### src/rtl/pcie_rd_dma_sched.sv
// PCIe read-DMA request scheduler: splits a host read into chunk-sized requests issued
// round-robin over NUM_BUF tags/buffers and steers completion beats to the owning buffer.
module pcie_rd_dma_sched #(
    parameter int NUM_BUF     = 4,
    parameter int CHUNK_BYTES = 4096,
    parameter int TAG_BASE    = 0
) (
    input  logic               pcie_clk_i,
    input  logic               rst_n,
    input  logic               ctrl_en_i,
    input  logic [31:0]        dma_src_addr_i,
    input  logic [31:0]        dma_len_i,
    output logic               dma_done_o,
    input  logic               dma_done_ack_i,
    output logic               dma_busy_o,
    output logic               dma_err_o,
    output logic               dma_rd_req_o,
    input  logic               dma_req_ack_i,
    output logic [11:0]        dma_rd_req_len_o,
    output logic [31:0]        dma_rd_req_addr_o,
    output logic [7:0]         dma_rd_tag_o,
    input  logic [7:0]         dma_tag_i,
    input  logic               dma_data_valid_i,
    output logic [NUM_BUF-1:0] buf_wr_en_o,
    input  logic [NUM_BUF-1:0] buf_drained_i
);

    localparam int PW = $clog2(NUM_BUF);
    localparam int CW = $clog2(CHUNK_BYTES / 8) + 1;
    localparam int LW = $clog2(CHUNK_BYTES) + 1;

    typedef enum logic [2:0] {
        S_IDLE,
        S_ISSUE,
        S_WAIT_ACK,
        S_WAIT_DATA,
        S_DONE,
        S_DRAIN
    } state_t;

    state_t          state;
    state_t          state_nxt;
    logic [PW-1:0]   ptr;
    logic [31:0]     rem_bytes;
    logic [31:0]     addr;
    logic [28:0]     total_exp;
    logic [28:0]     total_rcv;
    logic [LW-1:0]   cur_len;
    logic [CW-1:0]   expt_cnt [NUM_BUF];
    logic [CW-1:0]   rcv_cnt  [NUM_BUF];
    logic [NUM_BUF-1:0] buf_free;
    logic [LW-1:0]   chunk_len;
    logic [31:0]     rem_after;
    logic [8:0]      tag_off;
    logic [PW-1:0]   beat_idx;
    logic            tag_in_range;
    logic            beat_hit;
    logic            beat_stray;
    logic            issue_fire;
    logic            ack_fire;

    function automatic logic [PW-1:0] ptr_inc(input logic [PW-1:0] p);
        if (p == PW'(NUM_BUF - 1)) begin
            return '0;
        end
        return p + 1'b1;
    endfunction

    always_comb begin
        for (int k = 0; k < NUM_BUF; k++) begin
            buf_free[k] = (rcv_cnt[k] == expt_cnt[k]) && buf_drained_i[k];
        end
    end

    always_comb begin
        if (rem_bytes >= 32'(CHUNK_BYTES)) begin
            chunk_len = LW'(CHUNK_BYTES);
        end else begin
            chunk_len = rem_bytes[LW-1:0];
        end
    end

    assign rem_after = rem_bytes - 32'(cur_len);

    // Borrow out of bit 8 means the tag lies below TAG_BASE.
    assign tag_off      = {1'b0, dma_tag_i} - 9'(TAG_BASE);
    assign beat_idx     = tag_off[PW-1:0];
    assign tag_in_range = !tag_off[8] && (tag_off[7:0] < 8'(NUM_BUF));
    assign beat_hit     = dma_data_valid_i && tag_in_range &&
                          (rcv_cnt[beat_idx] < expt_cnt[beat_idx]);
    assign beat_stray   = dma_data_valid_i && !beat_hit;

    assign dma_done_o = (state == S_DONE);
    assign dma_busy_o = (state != S_IDLE);

    always_ff @(posedge pcie_clk_i or negedge rst_n) begin
        if (!rst_n) begin
            state <= S_IDLE;
        end else begin
            state <= state_nxt;
        end
    end

    always_comb begin
        state_nxt  = state;
        issue_fire = 1'b0;
        ack_fire   = 1'b0;
        case (state)
            S_IDLE: begin
                if (ctrl_en_i) begin
                    state_nxt = (dma_len_i == 32'd0) ? S_DONE : S_ISSUE;
                end
            end
            S_ISSUE: begin
                if (buf_free[ptr]) begin
                    issue_fire = 1'b1;
                    state_nxt  = S_WAIT_ACK;
                end
            end
            S_WAIT_ACK: begin
                if (dma_req_ack_i) begin
                    ack_fire  = 1'b1;
                    state_nxt = (rem_after != 32'd0) ? S_ISSUE : S_WAIT_DATA;
                end
            end
            S_WAIT_DATA: begin
                if (total_rcv >= total_exp) begin
                    state_nxt = S_DONE;
                end
            end
            S_DONE: begin
                if (!ctrl_en_i && dma_done_ack_i) begin
                    state_nxt = S_DRAIN;
                end
            end
            S_DRAIN: begin
                if (&buf_drained_i) begin
                    state_nxt = S_IDLE;
                end
            end
            default: state_nxt = S_IDLE;
        endcase
    end

    // Request side: transfer bookkeeping and the held request outputs.
    always_ff @(posedge pcie_clk_i or negedge rst_n) begin
        if (!rst_n) begin
            rem_bytes         <= '0;
            addr              <= '0;
            total_exp         <= '0;
            ptr               <= '0;
            cur_len           <= '0;
            dma_rd_req_o      <= 1'b0;
            dma_rd_req_addr_o <= '0;
            dma_rd_req_len_o  <= '0;
            dma_rd_tag_o      <= '0;
            dma_err_o         <= 1'b0;
        end else begin
            if (state == S_IDLE) begin
                rem_bytes <= dma_len_i;
                addr      <= dma_src_addr_i;
                total_exp <= dma_len_i[31:3];
                ptr       <= '0;
            end
            if (issue_fire) begin
                dma_rd_req_o      <= 1'b1;
                dma_rd_req_addr_o <= addr;
                dma_rd_req_len_o  <= 12'(chunk_len);
                dma_rd_tag_o      <= 8'(TAG_BASE) + 8'(ptr);
                cur_len           <= chunk_len;
            end
            if (ack_fire) begin
                dma_rd_req_o <= 1'b0;
                rem_bytes    <= rem_after;
                addr         <= addr + 32'(cur_len);
                ptr          <= ptr_inc(ptr);
            end
            if (state != S_IDLE && state_nxt == S_IDLE) begin
                dma_err_o <= 1'b0;
            end else if (beat_stray) begin
                dma_err_o <= 1'b1;
            end
        end
    end

    // Completion side: per-buffer beat counters and registered write enables.
    always_ff @(posedge pcie_clk_i or negedge rst_n) begin
        if (!rst_n) begin
            buf_wr_en_o <= '0;
            total_rcv   <= '0;
            for (int k = 0; k < NUM_BUF; k++) begin
                expt_cnt[k] <= '0;
                rcv_cnt[k]  <= '0;
            end
        end else begin
            for (int k = 0; k < NUM_BUF; k++) begin
                buf_wr_en_o[k] <= beat_hit && (beat_idx == PW'(k));
                if (beat_hit && (beat_idx == PW'(k))) begin
                    rcv_cnt[k] <= rcv_cnt[k] + 1'b1;
                end
            end
            if (state == S_IDLE) begin
                total_rcv <= '0;
            end else if (beat_hit) begin
                total_rcv <= total_rcv + 1'b1;
            end
            // A reissued buffer is free, so no beat can hit it in the same cycle.
            if (issue_fire) begin
                expt_cnt[ptr] <= chunk_len[LW-1:3];
                rcv_cnt[ptr]  <= '0;
            end
        end
    end

endmodule

### config.mk
export PLATFORM = sky130hd
export DESIGN_NAME = pcie_rd_dma_sched
export DESIGN_NICKNAME = d
export VERILOG_FILES = /design/src/rtl/pcie_rd_dma_sched.sv
export SDC_FILE = /design/constraint.sdc
export NUM_CORES = 1
export LEC_CHECK = 0
export CORE_AREA = 2 2 189 191
export CTS_CLUSTER_DIAMETER = 80
export DETAILED_ROUTE_END_ITERATION = 8
export DIE_AREA = 0 0 191 193
export DONT_BUFFER_PORTS = 1
export GPL_ROUTABILITY_DRIVEN = 0
export PLACE_DENSITY_LB_ADDON = 0.08
export SETUP_SLACK_MARGIN = 0.2
export SYNTH_ARGS = -nofsm -noshare
export SYNTH_HDL_FRONTEND = slang
export SYNTH_SLANG_ARGS = --single-unit
### constraint.sdc
create_clock -name pcie_clk_i -period 4.06 [get_ports pcie_clk_i]
set_clock_uncertainty 0.05 [all_clocks]
set_input_delay 0.812 -clock pcie_clk_i [delete_from_list [all_inputs] [get_ports pcie_clk_i]]
set_output_delay 0.812 -clock pcie_clk_i [all_outputs]
set_load 0.02 [all_outputs]
* Word-level counts from Yosys, hierarchy flattened
Index checks and enable logic that the tools add are counted.
** Operators by class
- Multiplexer cells :: 46
- Equality and inequality tests :: 13
- Bitwise gates (word level) :: 4
- Magnitude comparators :: 8
- Reduce and logical (&&, ||, !) cells :: 27
- $add $sub $neg :: 8
** Operators with widths (count)
- $mux W32 :: 4
- $mux W10 :: 9
- $mux W29 :: 2
- $add A10 B1 Y10 const B :: 4
- $and A40 B40 Y40 :: 1
- $bmux W10 S2 :: 2
- $bwmux W40 :: 1
- $eq A10 B10 Y1 :: 4
- $mux W40 :: 1
- $not A40 Y40 :: 1
- $add A32 B13 Y32 :: 1
- $ge A32 B13 Y1 const B :: 1
- $logic_not A32 Y1 :: 1
- $reduce_bool A32 Y1 :: 1
- $sub A32 B13 Y32 :: 1
- $add A29 B1 Y29 const B :: 1
- $ge A29 B29 Y1 :: 1
- $mux W3 :: 7
- $demux W10 S2 :: 1
- $pmux W3 S6 :: 1
- $logic_and A1 B1 Y1 :: 14
- $mux W13 :: 1
- $mux W1 :: 11
- $lt A10 B10 Y1 :: 1
- 19 further kinds :: 34
** Word-level totals
- Bits of input ports :: 82
- Word-level logic and storage cells :: 127
- Output and inout port bits :: 60
- Register bits :: 272

* Longest topological paths before layout
- Depth in word-level cells :: 10
- Depth in mapped cells :: 15
- Mapped depth without buffers :: 11

* Worst setup path before layout
OpenSTA, ideal clock, no wires.
- Kind :: input -> register
- From :: input port dma_tag_i[0]
- To :: register total_rcv[24]
- Cell stages on the path :: 13
- Setup slack :: -0.396 ns
- Setup time :: 0.078 ns
- Arrival time :: 4.328 ns
- Buffers on the path :: 4
- Data required time :: 3.932 ns
- Cell sequence :: clkbuf_1 > buf_1 > buf_1 > mux4_2 > ha_1 > a21o_1 > a21o_1 > a21oi_1 > nand3_2 > or4_4 > buf_6 > or3_1 > a21oi_1
** On the way
- Word-level cells in the longest chain between the ends :: 7
- Elaborated cells between the ends (all ways) :: 12
- Classes of those cells :: order compare: 2; mux: 6; bitwise: 1; reduce/logical: 3
** RTL lines
- start: declaration :: RTL line 22 : input logic [7:0] dma_tag_i,
- $not A2 Y3 (not written as such) :: RTL line 90 : (rcv_cnt[beat_idx] < expt_cnt[beat_idx]);
- $bmux W10 S2 :: RTL line 90
- $mux W10 (not written as such) (2 in series) :: RTL line 90
- $lt A10 B10 Y1 :: RTL line 90
- $logic_and A1 B1 Y1 (*) :: RTL line 89 : assign beat_hit = dma_data_valid_i && tag_in_range &&
- $reduce_bool A2 Y1 (no source line) (*)
- end signal: assignment :: RTL line 205 : total_rcv <= total_rcv + 1'b1;
- end: declaration :: RTL line 47 : logic [28:0] total_rcv;
Mark *: on every way between the ends. The rest lies on a longest branch, timed or not. The select of a mux whose other input is x is not followed.
A chain may end at the register's enable or synchronous reset.

==> metrics.md <==
| Metric | Value |
|---|---|
| Status | `complete, but fails checks` |
| Failing checks | `hold timing` |
| Simple-gate share of the synthesized area | `18.9%` |
| FF+latch count, synth | `260` |
| Final Max Tran Viols | `0` |
| Grt peak-use layer | `met2` |
| Top-area cell type share of the netlist area | `42.0%` |
| Num CTS Buffers | `31` |
| Final hold vios | `260` |
| DRT Pass-1 Iters | `5` |
| R2R setup slack | `0.62 ns` |
| Area Growth Syn to Fin | `9.21%` |
| Initial antenna violation count | `1` |
| Synth top area cells | `dfrtp_1 42%, ha_1 5.9%, mux2_2 5.0%` |
| CP arrival | `3.89 ns` |
| Root buffer cell | `clkbuf_16` |
| Fin crit period | `3.44 ns` |
| Startpoint types | `register` |
| Design Area, Final | `16900 µm²` |
| Post-route ant nets | `0` |
| Vias in the first global route | `12066` |
| Reg clk slew, reported paths | `0.06 ns` |
| Post-Syn Area | `15500 µm²` |
| CP Max Fanout | `6` |
| Vias | `12300` |
| Hpwl dp | `32400 µm` |
| Critical Path Max Stage Delay | `0.55 ns` |
| Starting Density | `44.3%` |
| Critical path type | `reg -> reg` |
| Top delay family on crit path | `compound AO/OA/AOI/OAI gates` |
| Period utilization | `84.6%` |
| Iteration-0 DRC Markers | `956` |
| Port buffer count | `0` |
| Die span in y | `193 µm` |
| Met3 Use GR | `4.65%` |
| Worst Path Buf+Inv | `0` |
| WL/cell | `21.5 µm` |
| Largest family of logic cells by synthesized area | `simple AND/OR/NAND/NOR gates` |
| Critical Path, Cell by Cell | `ha_1 -> fa_1 -> nor2b_1 -> o31ai_1 -> a21oi_1 -> a21oi_1 -> xnor2_1 -> nand4b_1 -> or4_1 -> o21ai_1` |
| Final WL | `44800 µm` |
| Die area | `36900 µm²` |
| VDD IR-drop max | `0.367 mV` |
| Worst Hold Class | `in -> async` |
| Tot GR Track Use | `24.8%` |
| Via density | `5.92` |
| Met2 Use GR | `39.3%` |
| CTS H-tree lvls | `1` |
| WHS | `-0.117 ns` |
| Post-synth top flop | `dfrtp_1` |
| Sequential element share of the synthesized area | `42.0%` |
| PD cells | `697 nW/µm²` |
| Fin Setup TNS | `0 ns` |
| First-pass GRT wire length | `71200 µm` |
| Clock Latency Late Sink | `0.58 ns` |
| CTS Buffer Depth | `3` |
| DRC viols | `0` |
| Ant. Diodes | `0` |
| Global route total overflow | `0` |
| Xor-xnor portion of the synthesized cell area | `6.00%` |
| Cells after synthesis | `1627` |
| Commonest cells after routing, fill and taps aside | `260 x dfrtp_1, 155 x nand2_1, 125 x nor2_1` |
| Commonest non-fill, non-tap cell in the layout | `dfrtp_1` |
| Critical path data required time | `4.51 ns` |
| Syn. warnings | `0` |
| Largest net degree at the start of global routing | `261` |
| Number of flops mapped to enable cells by yosys | `0` |
| Share of cells above drive strength 1 | `12.0%` |
| CP Capture Type | `register` |
| RSZ-0062 raised after global routing | `no` |
| Compound-gate portion of the synthesized area | `14.2%` |
| Cell mode on critical path | `a21oi_1` |
| CTS tree | `yes` |
| Final setup vio count | `0` |
| Critical-path top delay cell | `a21oi_1` |
| Met1 GRT Util | `34.8%` |
| FP Rows | `69` |
| Adder-Cell Fraction of Synth Area | `6.16%` |
| Dominant cell type by area after synthesis | `dfrtp_1` |
| Fmax | `291 MHz` |
| Max-Cap Viols | `0` |
| Nets | `1750` |
| Core area | `35000 µm²` |
| Share of flip-flops with an asynchronous set or reset | `100%` |
| Actual slew at the worst max-slew pin | `1.02 ns` |
| Relative slew slack | `32.2%` |
| Mean post-synth cell area | `9.52 µm²` |
| Synth unique cells | `89` |
| CTS sink count | `260` |
| DP Area | `15800 µm²` |
| # IOs | `142` |
| P_leak | `7.49 nW` |
| Mux share of post-synthesis cell area | `7.84%` |
| Die Wd | `191 µm` |
## worst register-to-register path: cells and delay by family, from the launching register on
kind            cells  cell delay (ns)
fa+ha+maj           2             0.68
flops               1             0.50
simple gates        3             0.86
compound gates      4             0.98
xor+xnor            1             0.29
## state kept, by name, indices dropped and copies added (netlist names), 11 cells and up
register           cells
total_exp             29
rem_bytes             32
addr                  32
total_rcv             29
rcv_cnt               40
dma_rd_req_addr_o     32
expt_cnt              40
dma_rd_req_len_o      11
## cell families after synthesis
logic type | Yosys count
AOI/OAI and AO/OA | 345
xor gates and xnor gates | 106
adders and majority gates | 75
buffers and inverters | 177
DFF | 260
muxes | 90
other | 1
and+or+nand+nor | 573
## final timing paths
kind / startpoint / endpoint / depth (start not counted)
setup / recovery: dma_rd_req_len_o[0] / state[1] / 10
hold / removal: rst_n / dma_rd_req_addr_o[5] / 0
setup reg to reg: dma_rd_req_len_o[0] / state[1] / 10
max in group asynchronous: rst_n / rcv_cnt[16] / 0
hold reg to reg: total_exp[7] / total_exp[7] / 1
min in group pcie_clk_i: dma_len_i[16] / total_exp[13] / 2
## per-stage QoR
step                      util, %  setup slack, ns  power (W)  instances
after floorplan                 -            0.202    0.00760       1632
after global placement       45.2            0.434    0.00874       2021
after detailed placement     45.2            0.390    0.00881       2021
after CTS                    48.4            0.671     0.0118       2077
after global routing         48.4            0.339     0.0126       2077
final                        48.4            0.624     0.0118       2077
## layer usage
metal | part of all wire (%) | routed length [µm]
met3 | 6.6 | 2950
met1 | 45 | 20300
met2 | 45 | 20300
met4 | 2.6 | 1170
met5 | 0 | 0
## what timing repair did
| item | 4_1_cts | 5_1_grt |
|---|---|---|
| gates resized for setup | 0 | 0 |
| buffers inserted | 0 | 0 |
| hold endpoints to repair | 260 | 260 |
| endpoints found under the setup margin | 0 | 0 |
## cell type report
type,count,area [µm²]
Clock buffer,44,905
Tap cell,461,577
Clock inverter,12,185
Fill cell,3385,18100
Inverter,83,312
Sequential cell,260,6510
Timing Repair Buffer,22,165
Multi-Input combinational cell,1195,8260
## cell usage after synthesis (3+ instances only)
library cell,count
dfrtp_1,260
nand2_1,156
nor2_1,126
o21ai_0,106
inv_1,82
a21oi_1,81
ha_1,73
xnor2_1,70
mux2_2,69
clkbuf_1,52
nand4_1,47
nand3_1,45
xor2_1,36
a21o_1,32
and3_1,31
nor3_1,29
or3_1,28
a211oi_1,27
and2_1,23
nor4_1,22
buf_4,18
mux4_2,18
a31oi_1,15
buf_2,15
nand2b_1,12
o211ai_1,10
o21a_1,10
nor2b_1,9
buf_1,8
a311oi_1,7
and4_1,7
a211o_1,6
nor3b_1,6
o221ai_1,6
or4_1,6
o22ai_1,4
a221o_1,3
o31ai_1,3
## where the power goes
group	leakage, nW	switching, W	total (W)	internal [W]
Combinational	3.60	0.00278	0.00451	0.00173
Sequential	3.35	0.000969	0.00429	0.00332
Clock	0.543	0.00112	0.00297	0.00185
Total	7.49	0.00487	0.0118	0.00691
No activity file was read; power rests on OpenSTA's default activity.
